[config.mk]
export PLATFORM = sky130hd
export DESIGN_NAME = data_table_arb_flat
export DESIGN_NICKNAME = d
export VERILOG_FILES = /design/src/rtl/data_table_arb_pkg.sv /design/src/rtl/data_table_if.sv /design/src/rtl/data_table_arb_rr_arb.sv /design/src/rtl/data_table_arb.sv /design/src/flat_wrapper.sv
export SDC_FILE = /design/constraint.sdc
export NUM_CORES = 1
export LEC_CHECK = 0
export BUFFER_PORTS_ARGS = -buffer_cell sky130_fd_sc_hd__buf_2
export CAP_MARGIN = 20
export CELL_PAD_IN_SITES_DETAIL_PLACEMENT = 1
export CELL_PAD_IN_SITES_GLOBAL_PLACEMENT = 2
export CORE_ASPECT_RATIO = 0.9
export CORE_MARGIN = 8
export CORE_UTILIZATION = 17
export DETAILED_ROUTE_END_ITERATION = 16
export GPL_TIMING_DRIVEN = 1
export PLACE_DENSITY_LB_ADDON = 0.1
export SLEW_MARGIN = 5
export SYNTH_ARGS = -nofsm -noshare
export SYNTH_HDL_FRONTEND = slang
export SYNTH_HIERARCHICAL = 1
export SYNTH_SLANG_ARGS = --single-unit
[constraint.sdc]
create_clock -name clk -period 2.74 [get_ports clk]
set_input_delay 0.548 -clock clk [delete_from_list [all_inputs] [get_ports clk]]
set_output_delay 0.548 -clock clk [all_outputs]
set_load 0.02 [all_outputs]
[src/rtl/data_table_arb_pkg.sv]
// Shared types for the data-table arbiter (package hash_table).
// rd_track_t carries addr/fwd/data only when DATA_TABLE_ARB_RAW_FWD_EN is defined.
package hash_table;

    localparam int TABLE_ADDR_WIDTH = 8;
    localparam int DATA_WIDTH       = 8;
    localparam int ENGINE_ID_WIDTH  = 3;

    typedef logic [DATA_WIDTH-1:0]       ram_data_t;
    typedef logic [TABLE_ADDR_WIDTH-1:0] table_addr_t;

    typedef struct packed {
        logic                       valid;
        logic [ENGINE_ID_WIDTH-1:0] id;
`ifdef DATA_TABLE_ARB_RAW_FWD_EN
        table_addr_t                addr;
        logic                       fwd;
        ram_data_t                  data;
`endif
    } rd_track_t;

`ifdef DATA_TABLE_ARB_RAW_FWD_EN
    // A write to the same address as an in-flight read replaces its return data.
    function automatic rd_track_t fwd_merge(input rd_track_t   entry,
                                            input logic        wr_en,
                                            input table_addr_t wr_addr,
                                            input ram_data_t   wr_data);
        rd_track_t merged;
        merged = entry;
        if (entry.valid && wr_en && (wr_addr == entry.addr)) begin
            merged.fwd  = 1'b1;
            merged.data = wr_data;
        end
        return merged;
    endfunction
`endif

endpackage

[src/rtl/data_table_if.sv]
// Data table port: one read channel with fixed latency, one write channel.
interface data_table_if;
    import hash_table::*;

    table_addr_t rd_addr;
    logic        rd_en;
    ram_data_t   rd_data;
    table_addr_t wr_addr;
    ram_data_t   wr_data;
    logic        wr_en;

    modport master (output rd_addr, rd_en, wr_addr, wr_data, wr_en, input rd_data);
    modport slave  (input rd_addr, rd_en, wr_addr, wr_data, wr_en, output rd_data);

endinterface

[src/rtl/data_table_arb_rr_arb.sv]
// Round-robin arbiter: combinational one-hot grant from req and a registered pointer;
// the pointer moves past the winner whenever advance is high.
module rr_arb #(
    parameter int REQ_CNT = 4
) (
    input  logic               clk,
    input  logic               rst,
    input  logic [REQ_CNT-1:0] req,
    output logic [REQ_CNT-1:0] ready,
    input  logic               advance
);

    localparam int PW = $clog2(REQ_CNT);

    logic [PW-1:0] r_ptr;
    logic [PW-1:0] w_win;
    logic          w_found;

    // First pass searches from the pointer upward, second pass wraps to index 0.
    always_comb begin
        ready   = '0;
        w_win   = '0;
        w_found = 1'b0;
        if (!rst) begin
            for (int j = 0; j < REQ_CNT; j++) begin
                if (!w_found && req[j] && (PW'(j) >= r_ptr)) begin
                    w_found  = 1'b1;
                    w_win    = PW'(j);
                    ready[j] = 1'b1;
                end
            end
            for (int j = 0; j < REQ_CNT; j++) begin
                if (!w_found && req[j]) begin
                    w_found  = 1'b1;
                    w_win    = PW'(j);
                    ready[j] = 1'b1;
                end
            end
        end
    end

    // NOTE: registered state takes non-blocking assignments; the search above is blocking.
    always_ff @(posedge clk or posedge rst) begin
        if (rst) begin
            r_ptr <= '0;
        end else if (advance) begin
            r_ptr <= (w_win == PW'(REQ_CNT - 1)) ? '0 : w_win + 1'b1;
        end
    end

endmodule

[src/rtl/data_table_arb.sv]
// Shares one data table among ENGINES_CNT requesters with independent read/write
// round-robin arbitration. Optional read-after-write forwarding: DATA_TABLE_ARB_RAW_FWD_EN.
module data_table_arb
    import hash_table::*;
#(
    parameter int ENGINES_CNT = 4,
    parameter int A_WIDTH     = TABLE_ADDR_WIDTH,
    parameter int RD_LATENCY  = 2
) (
    input  logic                                clk,
    input  logic                                rst,
    input  logic [ENGINES_CNT-1:0]              rd_req_i,
    input  logic [ENGINES_CNT-1:0][A_WIDTH-1:0] rd_addr_i,
    output logic [ENGINES_CNT-1:0]              rd_ready_o,
    output ram_data_t                           rd_data_o,
    output logic [ENGINES_CNT-1:0]              rd_data_val_o,
    input  logic [ENGINES_CNT-1:0]              wr_req_i,
    input  logic [ENGINES_CNT-1:0][A_WIDTH-1:0] wr_addr_i,
    input  ram_data_t [ENGINES_CNT-1:0]         wr_data_i,
    output logic [ENGINES_CNT-1:0]              wr_ready_o,
    data_table_if.master                        ram
);

    logic                       w_rd_en;
    logic                       w_wr_en;
    logic [A_WIDTH-1:0]         w_rd_addr;
    logic [A_WIDTH-1:0]         w_wr_addr;
    ram_data_t                  w_wr_data;
    logic [ENGINE_ID_WIDTH-1:0] w_rd_id;
    rd_track_t                  w_pipe_raw [RD_LATENCY];
    rd_track_t                  w_pipe_d   [RD_LATENCY];
    rd_track_t                  r_pipe     [RD_LATENCY];
    rd_track_t                  w_ret;

    assign w_rd_en = |(rd_req_i & rd_ready_o);
    assign w_wr_en = |(wr_req_i & wr_ready_o);

    rr_arb #(.REQ_CNT(ENGINES_CNT)) u_rd_arb (
        .clk     (clk),
        .rst     (rst),
        .req     (rd_req_i),
        .ready   (rd_ready_o),
        .advance (w_rd_en)
    );

    rr_arb #(.REQ_CNT(ENGINES_CNT)) u_wr_arb (
        .clk     (clk),
        .rst     (rst),
        .req     (wr_req_i),
        .ready   (wr_ready_o),
        .advance (w_wr_en)
    );

    // Grants are at most one-hot, so the single matching index supplies the fields.
    always_comb begin
        w_rd_addr = '0;
        w_rd_id   = '0;
        w_wr_addr = '0;
        w_wr_data = '0;
        for (int k = 0; k < ENGINES_CNT; k++) begin
            if (rd_ready_o[k]) begin
                w_rd_addr = rd_addr_i[k];
                w_rd_id   = ENGINE_ID_WIDTH'(k);
            end
            if (wr_ready_o[k]) begin
                w_wr_addr = wr_addr_i[k];
                w_wr_data = wr_data_i[k];
            end
        end
    end

    assign ram.rd_en   = w_rd_en;
    assign ram.rd_addr = TABLE_ADDR_WIDTH'(w_rd_addr);
    assign ram.wr_en   = w_wr_en;
    assign ram.wr_addr = TABLE_ADDR_WIDTH'(w_wr_addr);
    assign ram.wr_data = w_wr_data;

    always_comb begin
        w_pipe_raw[0]       = '0;
        w_pipe_raw[0].valid = w_rd_en;
        w_pipe_raw[0].id    = w_rd_id;
`ifdef DATA_TABLE_ARB_RAW_FWD_EN
        w_pipe_raw[0].addr  = TABLE_ADDR_WIDTH'(w_rd_addr);
`endif
        for (int i = 1; i < RD_LATENCY; i++) begin
            w_pipe_raw[i] = r_pipe[i-1];
        end
    end

    // Writes are merged into every stage except the returning one, covering the
    // grant cycle through the cycle before return.
    always_comb begin
        for (int i = 0; i < RD_LATENCY; i++) begin
`ifdef DATA_TABLE_ARB_RAW_FWD_EN
            w_pipe_d[i] = fwd_merge(w_pipe_raw[i], w_wr_en, TABLE_ADDR_WIDTH'(w_wr_addr), w_wr_data);
`else
            w_pipe_d[i] = w_pipe_raw[i];
`endif
        end
    end

    // NOTE: the whole tracking pipeline is reset so a read in flight at reset never strobes.
    always_ff @(posedge clk or posedge rst) begin
        if (rst) begin
            for (int i = 0; i < RD_LATENCY; i++) r_pipe[i] <= '0;
        end else begin
            for (int i = 0; i < RD_LATENCY; i++) r_pipe[i] <= w_pipe_d[i];
        end
    end

    assign w_ret = r_pipe[RD_LATENCY-1];

    always_comb begin
        rd_data_val_o = '0;
        for (int k = 0; k < ENGINES_CNT; k++) begin
            if (w_ret.valid && (w_ret.id == ENGINE_ID_WIDTH'(k))) rd_data_val_o[k] = 1'b1;
        end
    end

`ifdef DATA_TABLE_ARB_RAW_FWD_EN
    assign rd_data_o = w_ret.fwd ? w_ret.data : ram.rd_data;
`else
    assign rd_data_o = ram.rd_data;
`endif

endmodule

[src/flat_wrapper.sv]
// flat-port wrapper written by rule: the top's interface ports become plain ports
module data_table_arb_flat import hash_table::*;
#(
    parameter int ENGINES_CNT = 4,
    parameter int A_WIDTH     = TABLE_ADDR_WIDTH,
    parameter int RD_LATENCY  = 2
)
  (clk, rst, rd_req_i, rd_addr_i, rd_ready_o, rd_data_o, rd_data_val_o, wr_req_i, wr_addr_i, wr_data_i, wr_ready_o, ram_rd_addr, ram_rd_en, ram_wr_addr, ram_wr_data, ram_wr_en, ram_rd_data);
  data_table_if ram_i ();
  input  logic clk;
  input  logic rst;
  input  logic [ENGINES_CNT-1:0] rd_req_i;
  input  logic [ENGINES_CNT-1:0][A_WIDTH-1:0] rd_addr_i;
  output logic [ENGINES_CNT-1:0] rd_ready_o;
  output ram_data_t rd_data_o;
  output logic [ENGINES_CNT-1:0] rd_data_val_o;
  input  logic [ENGINES_CNT-1:0] wr_req_i;
  input  logic [ENGINES_CNT-1:0][A_WIDTH-1:0] wr_addr_i;
  input  ram_data_t [ENGINES_CNT-1:0] wr_data_i;
  output logic [ENGINES_CNT-1:0] wr_ready_o;
  output wire logic [$bits(ram_i.rd_addr)-1:0] ram_rd_addr;
  output wire logic [$bits(ram_i.rd_en)-1:0] ram_rd_en;
  output wire logic [$bits(ram_i.wr_addr)-1:0] ram_wr_addr;
  output wire logic [$bits(ram_i.wr_data)-1:0] ram_wr_data;
  output wire logic [$bits(ram_i.wr_en)-1:0] ram_wr_en;
  input wire logic [$bits(ram_i.rd_data)-1:0] ram_rd_data;
  assign ram_rd_addr = ram_i.rd_addr;
  assign ram_rd_en = ram_i.rd_en;
  assign ram_wr_addr = ram_i.wr_addr;
  assign ram_wr_data = ram_i.wr_data;
  assign ram_wr_en = ram_i.wr_en;
  assign ram_i.rd_data = ram_rd_data;
  data_table_arb #(.ENGINES_CNT(ENGINES_CNT), .A_WIDTH(A_WIDTH), .RD_LATENCY(RD_LATENCY)) u_core (.clk(clk), .rst(rst), .rd_req_i(rd_req_i), .rd_addr_i(rd_addr_i), .rd_ready_o(rd_ready_o), .rd_data_o(rd_data_o), .rd_data_val_o(rd_data_val_o), .wr_req_i(wr_req_i), .wr_addr_i(wr_addr_i), .wr_data_i(wr_data_i), .wr_ready_o(wr_ready_o), .ram(ram_i));
endmodule
==> impl_metrics.tcl <==
set metrics [dict create \
    status "complete, no violations" \
    crit_type "in -> out" \
    synth_top_area_cell "dfrtp_1" \
    drt_iter0_markers 78 \
    synth.avg_cell_area_um2 8.102 \
    cts_buffers 3 \
    coreArea_um2 9572 \
    drtAntennaViolNets 0 \
    min_path_type "in -> async" \
    clkLatencyLatePin_ns 0.23 \
    synth-seq-cells 10 \
    final_common_cell "buf_2" \
    num-nets-final 497 \
    cp_top_family "compound AO/OA/AOI/OAI gates" \
    crit_required_ns 2.19 \
    die_area_um2 13140 \
    end_kind "primary output" \
    tightest_slew_ns 0.3375 \
    drc 0 \
    startpoint_type "primary input" \
    clk_path_buf_depth 2 \
    grt_pass1_vias 2455 \
    dp_hpwl_um 6402 \
    wire_per_inst_um 17.09 \
    worstPathArrival_ns 2.18 \
    cts_tree "built" \
    min_period_ns 2.730 \
    pre_cts_ws_ns -0.07355 \
    max_slew_margin 0.7740 \
    grt_pass1_wl_um 12660 \
    critPathBufInv 6 \
    path_cells "buf_2 -> inv_2 -> o22ai_2 -> o22ai_4 -> buf_6 -> a211oi_4 -> buf_6 -> buf_12 -> a221oi_4 -> o31ai_4 -> buf_6" \
    yosys-top-cells-area "dfrtp_1 (15%), a221oi_2 (9.1%), a22oi_1 (8.6%)" \
    critPathMaxFanout 6 \
    peakVddDrop_v 0.0001939 \
    clock-sinks 10 \
    cellLeakagePower_nw 1.665 \
    clk_pin_slew_worst_paths_ns 0.04 \
    cellPowerDensity_nw_per_um2 636.5 \
    timing.final.ws_setup_ns 0.009666 \
    design_area_um2 3659 \
    dp_cells 489 \
    die_w_um 119.9 \
    vias 2288 \
    start_util 0.1727 \
    fin_util 0.3822 \
    htreeDepth 1 \
    n_antenna_cell 0 \
    mostFrequentLayoutCells "buf_2 (120), buf_4 (43), buf_6 (25)" \
    timing.clock.skew_ns 0.0005024 \
    track_usage 0.1162 \
    die_h_um 109.5 \
    io_pins 160 \
    stdcell_count 508 \
    cap_violations 0 \
    synth_top_area_frac 0.1514 \
    gr-total-overflow 0 \
    place_congestion 0.7459 \
    p_total_mw 2.329 \
    wl_um 8682 \
    tns_ns 0 \
    io_buffers 143 \
    critPathMaxStageDelay_ns 0.25 \
    antenna_found_initial 0 \
    syn_inst 204 \
    finalCritPeriodShare 0.9965 \
    slowest_stage "o31ai_4" \
    fp-row-count 34 \
    placed_area_um2 2902 \
    hold_violations 0 \
    slew_violations 0 \
    netlist_area_um2 1653 \
    cpMostUsedCell "buf_6" \
    fmax_mhz 366.3 \
    synth_fp_nets 318 \
    syn2layout_area_growth_pct 121.3 \
    drtPass1Iterations 4 \
    whs_ns 0.3230 \
    grt_start_max_net_pins 35 \
    ys_types 43 \
    synth_warnings 6 \
    cts_root_buf "clkbuf_8" \
    ys_seq_area_frac 0.1514 \
    layout-drive-gt1-share 0.8037 \
    setup_viol 0 \
    via_per_inst 4.504 \
    rsz0062_at_grt "yes" \
]
[what timing repair did]
item / CTS / global route
gates cloned: 1 / 5
buffers inserted: 5 / 4
gates resized for setup: 41 / 81
hold buffers: 0 / 0
endpoints found under the setup margin: 24 / 27
pin swaps: 4 / 25
[Yosys cell counts, drive strengths merged]
cell type	instances
a221oi	16
o22ai	5
a31oi	1
nor2	14
and3	3
nor2b	18
o31ai	16
dfrtp	10
or2	2
a22oi	19
o211ai	2
a21oi	10
nand2b	4
buf	19
o32ai	1
nor3b	3
o22a	1
a41oi	1
nand2	21
nor4b	3
a211oi	1
inv	11
and4	1
and3b	2
a21o	1
clkbuf	6
o21ai	11
a311oi	2
[path summary, 6_finish.rpt]
check                                         start                        to  slack (ns)  cells past startpoint
setup / recovery                        wr_req_i[0]            ram_wr_addr[5]        0.01                     11
hold / removal                                  rst  u_core/u_wr_arb/r_ptr[1]        0.32                      2
setup reg to reg           u_core/u_wr_arb/r_ptr[0]  u_core/u_wr_arb/r_ptr[0]        0.61                     11
hold reg to reg                    u_core/r_pipe[4]          u_core/r_pipe[0]        0.35                      0
max in group asynchronous                       rst          u_core/r_pipe[5]        2.06                      3
min in group clk                   u_core/r_pipe[4]          u_core/r_pipe[0]        0.35                      0
[power breakdown]
part | total, mW | internal [mW] | switching [mW] | leakage, nW
Sequential | 0.269 | 0.204 | 0.0646 | 0.122
Clock | 0.180 | 0.126 | 0.0541 | 0.0288
Combinational | 1.88 | 0.965 | 0.914 | 1.51
[area by class of cell]
cell class	instances	area, µm²
fill	1137	5913
timing repair buffer	199	1458
tap	126	157.7
sequential	10	254.0
inverter	11	43.79
multi-input combinational	158	1690
clock buffer	4	55.05
[kinds of logic (layout without fill, tap and decap cells)]
logic type             count (synthesis)  after routing  synth area share
buffers and inverters                 36            214            0.1400
AO/OA/AOI/OAI                         87             87            0.4625
AND/OR/NAND/NOR                       71             71            0.2460
flip-flops                            10             10            0.1514
[registers in the layout, indices dropped and copies added, names as in the netlist]
name                   flops
u_core/r_pipe              6
u_core/u_rd_arb/r_ptr      2
u_core/u_wr_arb/r_ptr      2
[routing by layer]
layer  up-vias  GRT usage  wire length (µm)
met5         -          0                 0
met3         8    0.02310               356
met4         0    0.02760                73
met1      1088     0.1441              3914
li1       1130          -                 -
met2        62     0.2041              4337
(Power assumes the default switching activity.)
